## src/rtl/uart_bus_arbiter.sv

```systemverilog
// uart_bus_arbiter: round-robin arbiter sharing one UART word port between
// NUM_REQ requesters. One transaction at a time: strobe, wait for response,
// one-cycle ack, then drain the (up to 2-cycle) response before re-arbitrating.
// Optional build macro UART_ARB_TIMEOUT_EN adds a WAIT-state response timeout
// that completes the transaction with req_err = 1.
module uart_bus_arbiter #(
    parameter int NUM_REQ        = 2,
    parameter int TIMEOUT_CYCLES = 1000000
) (
    input  logic                  clk,
    input  logic                  reset,
    input  logic [NUM_REQ-1:0]    req_valid,
    input  logic [NUM_REQ-1:0]    req_write,
    input  logic [32*NUM_REQ-1:0] req_wdata,
    output logic [NUM_REQ-1:0]    req_ack,
    output logic                  req_err,
    output logic [31:0]           rdata,
    output logic [NUM_REQ-1:0]    grant,
    output logic                  busy,
    output logic                  uart_read,
    output logic                  uart_write,
    output logic [31:0]           uart_wdata,
    input  logic [31:0]           uart_rdata,
    input  logic                  uart_read_response,
    input  logic                  uart_write_response
);

    localparam int IW = $clog2(NUM_REQ);
    localparam logic [31:0] TIMEOUT_LIMIT = 32'(TIMEOUT_CYCLES);

    typedef enum logic [1:0] {IDLE, ISSUE, WAIT, DRAIN} state_t;

    state_t               state, state_n;
    logic [IW-1:0]        ptr, ptr_n;
    logic [IW-1:0]        idx, idx_n;
    logic                 dir, dir_n;
    logic [31:0]          wdata_q, wdata_n;
    logic [31:0]          rdata_q, rdata_n;
    logic [NUM_REQ-1:0]   ack_q, ack_n;
    logic                 resp;
    logic                 found, hi_found;
    logic [IW-1:0]        lo_pick, hi_pick, pick;

`ifdef UART_ARB_TIMEOUT_EN
    logic [31:0]          cnt, cnt_n;
    logic                 err_q, err_n;
`else
    logic                 unused_timeout_cfg;
    // Without the timeout build the limit has no hardware behind it.
    assign unused_timeout_cfg = ^TIMEOUT_LIMIT;
`endif

    // Only the response line matching the latched direction counts.
    assign resp = dir ? uart_write_response : uart_read_response;

    // Round-robin pick: lowest requester at/after the pointer, else lowest overall.
    always_comb begin
        found    = 1'b0;
        hi_found = 1'b0;
        lo_pick  = '0;
        hi_pick  = '0;
        for (int i = NUM_REQ - 1; i >= 0; i--) begin
            if (req_valid[i]) begin
                found   = 1'b1;
                lo_pick = IW'(i);
                if (IW'(i) >= ptr) begin
                    hi_found = 1'b1;
                    hi_pick  = IW'(i);
                end
            end
        end
        pick = hi_found ? hi_pick : lo_pick;
    end

    // Next-state and datapath update for the transaction FSM.
    always_comb begin
        state_n = state;
        ptr_n   = ptr;
        idx_n   = idx;
        dir_n   = dir;
        wdata_n = wdata_q;
        rdata_n = rdata_q;
        ack_n   = '0;
`ifdef UART_ARB_TIMEOUT_EN
        cnt_n   = cnt;
        err_n   = 1'b0;
`endif
        case (state)
            IDLE: begin
                if (found) begin
                    idx_n   = pick;
                    state_n = ISSUE;
                    for (int i = 0; i < NUM_REQ; i++) begin
                        if (IW'(i) == pick) begin
                            dir_n   = req_write[i];
                            wdata_n = req_wdata[32*i +: 32];
                        end
                    end
                end
            end
            ISSUE: begin
                state_n = WAIT;
`ifdef UART_ARB_TIMEOUT_EN
                cnt_n   = '0;
`endif
            end
            WAIT: begin
                if (resp) begin
                    ack_n   = NUM_REQ'(1) << idx;
                    state_n = DRAIN;
                    if (!dir) rdata_n = uart_rdata;
                end
`ifdef UART_ARB_TIMEOUT_EN
                else if (cnt + 32'd1 == TIMEOUT_LIMIT) begin
                    ack_n   = NUM_REQ'(1) << idx;
                    err_n   = 1'b1;
                    state_n = DRAIN;
                end else begin
                    cnt_n = cnt + 32'd1;
                end
`endif
            end
            DRAIN: begin
                // Hold here through the tail of a 2-cycle response.
                if (!resp) begin
                    state_n = IDLE;
                    ptr_n   = (idx == IW'(NUM_REQ - 1)) ? '0 : idx + IW'(1);
                end
            end
            default: state_n = IDLE;
        endcase
    end

    // State and datapath registers, synchronous active-high reset.
    always_ff @(posedge clk) begin
        if (reset) begin
            state   <= IDLE;
            ptr     <= '0;
            idx     <= '0;
            dir     <= 1'b0;
            wdata_q <= '0;
            rdata_q <= '0;
            ack_q   <= '0;
`ifdef UART_ARB_TIMEOUT_EN
            cnt     <= '0;
            err_q   <= 1'b0;
`endif
        end else begin
            state   <= state_n;
            ptr     <= ptr_n;
            idx     <= idx_n;
            dir     <= dir_n;
            wdata_q <= wdata_n;
            rdata_q <= rdata_n;
            ack_q   <= ack_n;
`ifdef UART_ARB_TIMEOUT_EN
            cnt     <= cnt_n;
            err_q   <= err_n;
`endif
        end
    end

    assign busy       = (state != IDLE);
    assign grant      = busy ? (NUM_REQ'(1) << idx) : '0;
    assign uart_read  = (state == ISSUE) && !dir;
    assign uart_write = (state == ISSUE) && dir;
    assign uart_wdata = wdata_q;
    assign rdata      = rdata_q;
    assign req_ack    = ack_q;
`ifdef UART_ARB_TIMEOUT_EN
    assign req_err    = err_q;
`else
    assign req_err    = 1'b0;
`endif

endmodule

```

## config.mk

```make
export PLATFORM = sky130hd
export DESIGN_NAME = uart_bus_arbiter
export DESIGN_NICKNAME = d
export VERILOG_FILES = /design/src/rtl/uart_bus_arbiter.sv
export SDC_FILE = /design/constraint.sdc
export NUM_CORES = 1
export LEC_CHECK = 0
export CORE_ASPECT_RATIO = 0.7
export CORE_MARGIN = 5
export CORE_UTILIZATION = 42
export DETAILED_ROUTE_END_ITERATION = 10
export PLACE_DENSITY = 0.95
export RECOVER_POWER = 25
export SYNTH_ARGS = -nofsm -noshare
export SYNTH_HDL_FRONTEND = slang
export SYNTH_SLANG_ARGS = --single-unit
```

## constraint.sdc

```tcl
create_clock -name clk -period 2.6 [get_ports clk]
set_input_delay 0.26 -clock clk [delete_from_list [all_inputs] [get_ports clk]]
set_output_delay 0.26 -clock clk [all_outputs]
set_load 0.01 [all_outputs]
```

==> results of run 1 <==
## flip-flops by register name (all words and copies together) (netlist names)
signal,count
dir,1
rdata,32
ptr,1
state,2
idx,1
req_ack,2
uart_wdata,32
## cells in the mapped netlist, drive strengths merged
master,number
and3,1
o22a,1
a21oi,33
nand2b,1
dfxtp,71
mux2i,35
and2,1
nand2,68
a211oi,33
buf,21
o21a,1
nor2,41
or2,1
ha,4
nor2b,1
o21ai,1
clkbuf,6
inv,5
conb,1
and2b,1
nand4,1
o31ai,1
nor4b,2
## cells by family after synthesis
kind of cell | Yosys count | share of synthesized area [%]
fa+ha+maj | 4 | 1.59
mux | 35 | 11.2
flops | 71 | 45.2
other cells | 1 | 0.119
compound gates | 70 | 19.2
simple gates | 118 | 15.5
buf+inv | 32 | 7.23
## final timing paths
check / startpoint / end / cells past startpoint
worst max-delay path: state[1] / busy / 4
worst min-delay path: reset / ptr / 2
worst max register to register: state[1] / uart_wdata[22] / 7
worst min register to register: rdata[30] / rdata[30] / 2
## cell type report
cell class | instances | area [µm²]
Clock buffer | 9 | 124
Sequential cell | 71 | 1420
Multi-Input combinational cell | 228 | 1510
Inverter | 5 | 18.8
Fill cell | 567 | 2200
Tap cell | 98 | 123
Clock inverter | 7 | 97.6
Timing Repair Buffer | 181 | 1800
## metal layers
metal	part of all wire [%]	wire (µm)
met1	38	3570
met4	0.95	89
met2	51	4830
met3	9.9	931
met5	0	0
## where the power goes
part           internal (mW)  switching, mW
sequential              1.32          0.128
clock                  0.541          0.428
combinational          0.864          0.877
total                   2.73           1.43
## critical path: cells and delay by family (launching register included)
kind | cells | cell delay [ns]
buf+inv | 3 | 0.88
flops | 1 | 0.37
fa+ha+maj | 1 | 0.26
==> metrics.txt, run 1 <==
DRC Markers=0; Final Max Slew Viols=0; Worst Hold Class=in2reg; Hold WS=0.430 ns; layout cells sized above 1=11.8%; P_leak=2.06 nW; CP startpoint kind=flip-flop; final setup fails=0; post-place instance area=4880 µm²; syn nets=439; Starting Density=43.2%; commonest non-fill, non-tap cell in the layout=clkdlybuf4s50_1; GR Util All Layers=19.7%; initial antenna violation count=0; core box area=7290 µm²; clk_lat worst skew=0.33 ns; area grow syn2layout=61.7%; sequential fraction of the synthesis area=45.2%; # port buffers=174; peak per-stage delay on the critical path=0.59 ns; critical path, cell by cell=inv_1 -> ha_1 -> inv_1 -> clkdlybuf4s50_1; NumNets Final=604; Max clock buf depth=2; Layout Skew=0.00447 ns; Final Hold Fails=0; Cells after Synth=331; VDD IR-drop max=0.496 mV; met1 usage=20.3%; slew margin rel.=57.0%; io pins=176; slew at the pin closest to its max-slew limit=0.644 ns; Power Dens Cells=817 nW/µm²; GR Overflow Total=0; post-DR vias/cell=4.83; top cells by area, synth=dfxtp_1 45%, a211oi_2 12%, mux2i_1 11%, nand2_1 8.1%, a21oi_1 5.2%; cell count after placement=583; Crit path top cell by count=inv_1; first-pass GRT wire length=14.5 mm; met2 GRT Util=36.2%; final antenna diode count=0; CP max-delay cell=clkdlybuf4s50_1; Final Cycle Share=81.0%; commonest cells after routing, fill and taps aside=142 x clkdlybuf4s50_1, 71 x dfxtp_1, 68 x nand2_1; total power=4.16 mW; Post-CTS Setup Bufs=0; Fmax=0.475 GHz; RePlAce Congestion=0.780; Post-CTS Resized=0; CTS buffer count=9; CTS tree=yes; share of the synthesized area in the top cell type=45.2%; worst setup margin=0.493 ns; DRT iter0 DRCs=101; post-layout minimum cycle time=2.11 ns; max_cap viols=0; crit-path max FO=5; R2R setup slack=0.63 ns; register bit total from synthesis=71; CTS root buffer=clkbuf_8; Num Clock Sinks=71; Die W=113 µm; hold buffer count at CTS=0; die area=9350 µm²; RSZ-0062 raised after global routing=false; GR peak layer=met2; Synth area leader=dfxtp_1; Yosys cell types=30; largest net degree at the start of global routing=49; Die H=82.4 µm; Crit Path Class=reg2out; vias in the first global route=2994; mapped cell area=3150 µm²; DRT Pass-1 Iters=4; Worst Path Required=2.34 ns; CP Capture Type=output pin; grt met3 use=9.47%; # rows=26; via count=2892; setup TNS=0 ns; WL per Instance=15.7 µm; Critical Path AT=1.85 ns; Post-Layout Inst Area=5090 µm²; YS warnings=0; outcome=finished clean; pre-CTS setup slack=0.617 ns; Post-Syn Area per Cell=9.51 µm²; Final Non-Filler Cells=599; post-route ant nets=0; Final Util=69.9%; clock-pin slew on the worst setup and hold paths=0.08 ns; Final HPWL DP=7.32 mm; H-tree levels=3; Routed WL=9.42 mm
Note: power is estimated with default switching activity, not from simulation.
==> inputs of run 2 (changes only) <==
--- a/config.mk
+++ b/config.mk
@@ -7,9 +7,9 @@
 export LEC_CHECK = 0
 export CORE_ASPECT_RATIO = 0.7
 export CORE_MARGIN = 5
-export CORE_UTILIZATION = 42
+export CORE_UTILIZATION = 39
 export DETAILED_ROUTE_END_ITERATION = 10
-export PLACE_DENSITY = 0.95
+export PLACE_DENSITY = 0.89
 export RECOVER_POWER = 25
 export SYNTH_ARGS = -nofsm -noshare
 export SYNTH_HDL_FRONTEND = slang
==> constraint.sdc (replaced) <==
create_clock -name clk -period 2.1 [get_ports clk]
set_input_delay 0.21 -clock clk [delete_from_list [all_inputs] [get_ports clk]]
set_output_delay 0.21 -clock clk [all_outputs]
set_load 0.01 [all_outputs]
==> run 2 against run 1 <==
Effect of this change:
- flip-flop and latch count unchanged
- final area increased by 2.8%
- via count decreased by 0.48%
- final cell count increased by 0.17%
- clock power increased by 85%
- sequential share of layout area decreased by 0.75 points
- critical path type unchanged
- highest routed layer unchanged
==> metrics.txt, run 2 (synthesis gave the netlist of run 1 again) <==
hold_sp=reset; Crit path top cell by count=inv_1; critical path, cell by cell=inv_1 -> ha_1 -> inv_1 -> clkdlybuf4s50_1; Post-CTS Resized=0 (unchanged); DRT Pass-1 Iters=4 (unchanged); Final Util=66.5% (-3.4 points); commonest non-fill, non-tap cell in the layout=clkdlybuf4s50_1; Layout Skew=0.00742 ns (+0.00294 ns); reg-to-reg critical path startpoint=state[1]; core box area=7870 µm² (+8.0%); DRT iter0 DRCs=93 (-7.9%); Crit path max-delay family=buffers and inverters; DRC Markers=0 (unchanged); io pins=176 (unchanged); post-DR vias/cell=4.80 (-0.65%); Critical Path AT=1.79 ns (-0.06 ns); setup TNS=0 ns (unchanged); Num Clock Sinks=71 (unchanged); max_cap viols=0 (unchanged); post-layout minimum cycle time=2.00 ns; Crit Path Class=reg2out; Max clock buf depth=2 (unchanged); clk_lat worst skew=0.32 ns (about the same); total power=5.76 mW (+39%); VDD IR-drop max=0.677 mV (+36%); outcome=finished clean; CP max-delay cell=clkdlybuf4s50_1; slew margin rel.=60.9% (+3.9 points); crit-path max FO=5 (unchanged); # rows=27 (+3.8%); worst setup margin=0.0995 ns (-0.394 ns); CTS root buffer=clkbuf_16; area grow syn2layout=66.2%; CP startpoint kind=flip-flop; CTS tree=yes; via count=2878 (-0.48%); Routed WL=9.12 mm (-3.1%); R2R setup slack=0.37 ns (-0.26 ns); peak per-stage delay on the critical path=0.58 ns (about the same); crit path buf inv count=3 (unchanged); H-tree levels=3 (unchanged); hold buffer count at CTS=0 (unchanged); Final Hold Fails=0 (unchanged); CTS buffer count=9 (unchanged); layout cells sized above 1=11.6% (-0.15 points); Power Dens Cells=1100 nW/µm² (+35%); commonest cells after routing, fill and taps aside=141 x clkdlybuf4s50_1, 71 x dfxtp_1, 68 x nand2_1; die area=10000 µm² (+6.9%); initial antenna violation count=0 (unchanged); largest net degree at the start of global routing=68 (+39%); vias in the first global route=3040 (+1.5%); crit path launch=state[0]; slew at the pin closest to its max-slew limit=0.587 ns (-0.0578 ns); NumNets Final=602 (-0.33%); Post-CTS Setup Bufs=0 (unchanged); Worst Path Required=1.89 ns (-0.45 ns); Starting Density=40.0% (-3.2 points); # port buffers=174 (unchanged); first-pass GRT wire length=14.8 mm (+2.0%); reg-to-reg endpoint=uart_wdata[26]; final antenna diode count=0 (unchanged); RSZ-0062 raised after global routing=false; WL per Instance=15.2 µm (-3.3%); R2R cell count=7 (unchanged); Worst Hold Class=in2reg; Die W=117 µm (+3.4%); Die H=85.2 µm (+3.3%); crit path to=busy; stages on the worst setup path=4 (unchanged); Final Max Slew Viols=0 (unchanged); Fmax=0.500 GHz; GR Overflow Total=0 (unchanged); CP Capture Type=output pin; post-route ant nets=0 (unchanged); GR Util All Layers=17.9% (-1.7 points); clock-pin slew on the worst setup and hold paths=0.06 ns (-0.02 ns); pre-CTS setup slack=0.352 ns (-0.265 ns); final setup fails=0 (unchanged); P_leak=2.13 nW (+3.4%); RePlAce Congestion=0.753 (-3.5%); Final HPWL DP=6.97 mm (-4.8%); Final Cycle Share=95.3%
-- run 2: cell count changes in the layout (fill, tap and decap cells not counted), sizes merged --
cell	before	now
clkinvlp	2	0
buf	8	6
clkinv	3	2
bufinv	2	3
dlygate4sd3	31	32
clkbuf	9	11
clkdlybuf4s50	142	141
-- run 2: worst min-delay path by stage --
stage | to | slack (ns) | depth (start not counted)
6_report | uart_wdata[9] | 0.27 | 2
3_3_place_gp | req_ack[0] | 0.44 | 1
3_5_place_dp | rdata[17] | 0.45 | 2
4_1_cts | uart_wdata[5] | 0.26 | 2
5_1_grt | uart_wdata[5] | 0.28 | 2
2_1_floorplan | rdata[0] | 0.35 | 2
-- run 2: cell type report --
| type | count | area [µm²] |
|---|---|---|
| sequential | 71 | 1420 |
| inverter | 5 | 18.8 |
| tap | 101 | 126 |
| clock inverter | 5 | 104 |
| fill | 625 | 2640 |
| clock buffer | 11 | 253 |
| multi-input combinational | 228 | 1510 |
| timing repair buffer | 179 | 1800 |
-- run 2: power by group --
group / internal (mW) / switching, mW
clock network: 1.22 / 0.562
registers: 1.64 / 0.159
logic: 1.09 / 1.09
total: 3.95 / 1.81
-- run 2: stage by stage --
stage	std cells	area, µm²	hold slack, ns
floorplan	331	3150	0.346
global placement	584	4880	0.436
detailed placement	584	4880	0.448
CTS	600	5240	0.262
global route	600	5230	0.282
finish	600	5230	0.270
-- run 2: layer usage --
metal | up-vias | part of all wire [%] | track usage [%]
met5 | - | 0 | 0
met4 | 0 | 1.5 | 5.27
met3 | 17 | 9.3 | 8.53
met2 | 112 | 49 | 30.7
met1 | 1303 | 41 | 19.9
li1 | 1446 | - | -
-- run 2: worst register-to-register path: cells and delay by family, from the launching register on --
kind            cells  cell delay (ns)
fa+ha+maj           1             0.27
buf+inv             3             0.57
flops               1             0.33
compound gates      1             0.22
simple gates        2             0.27
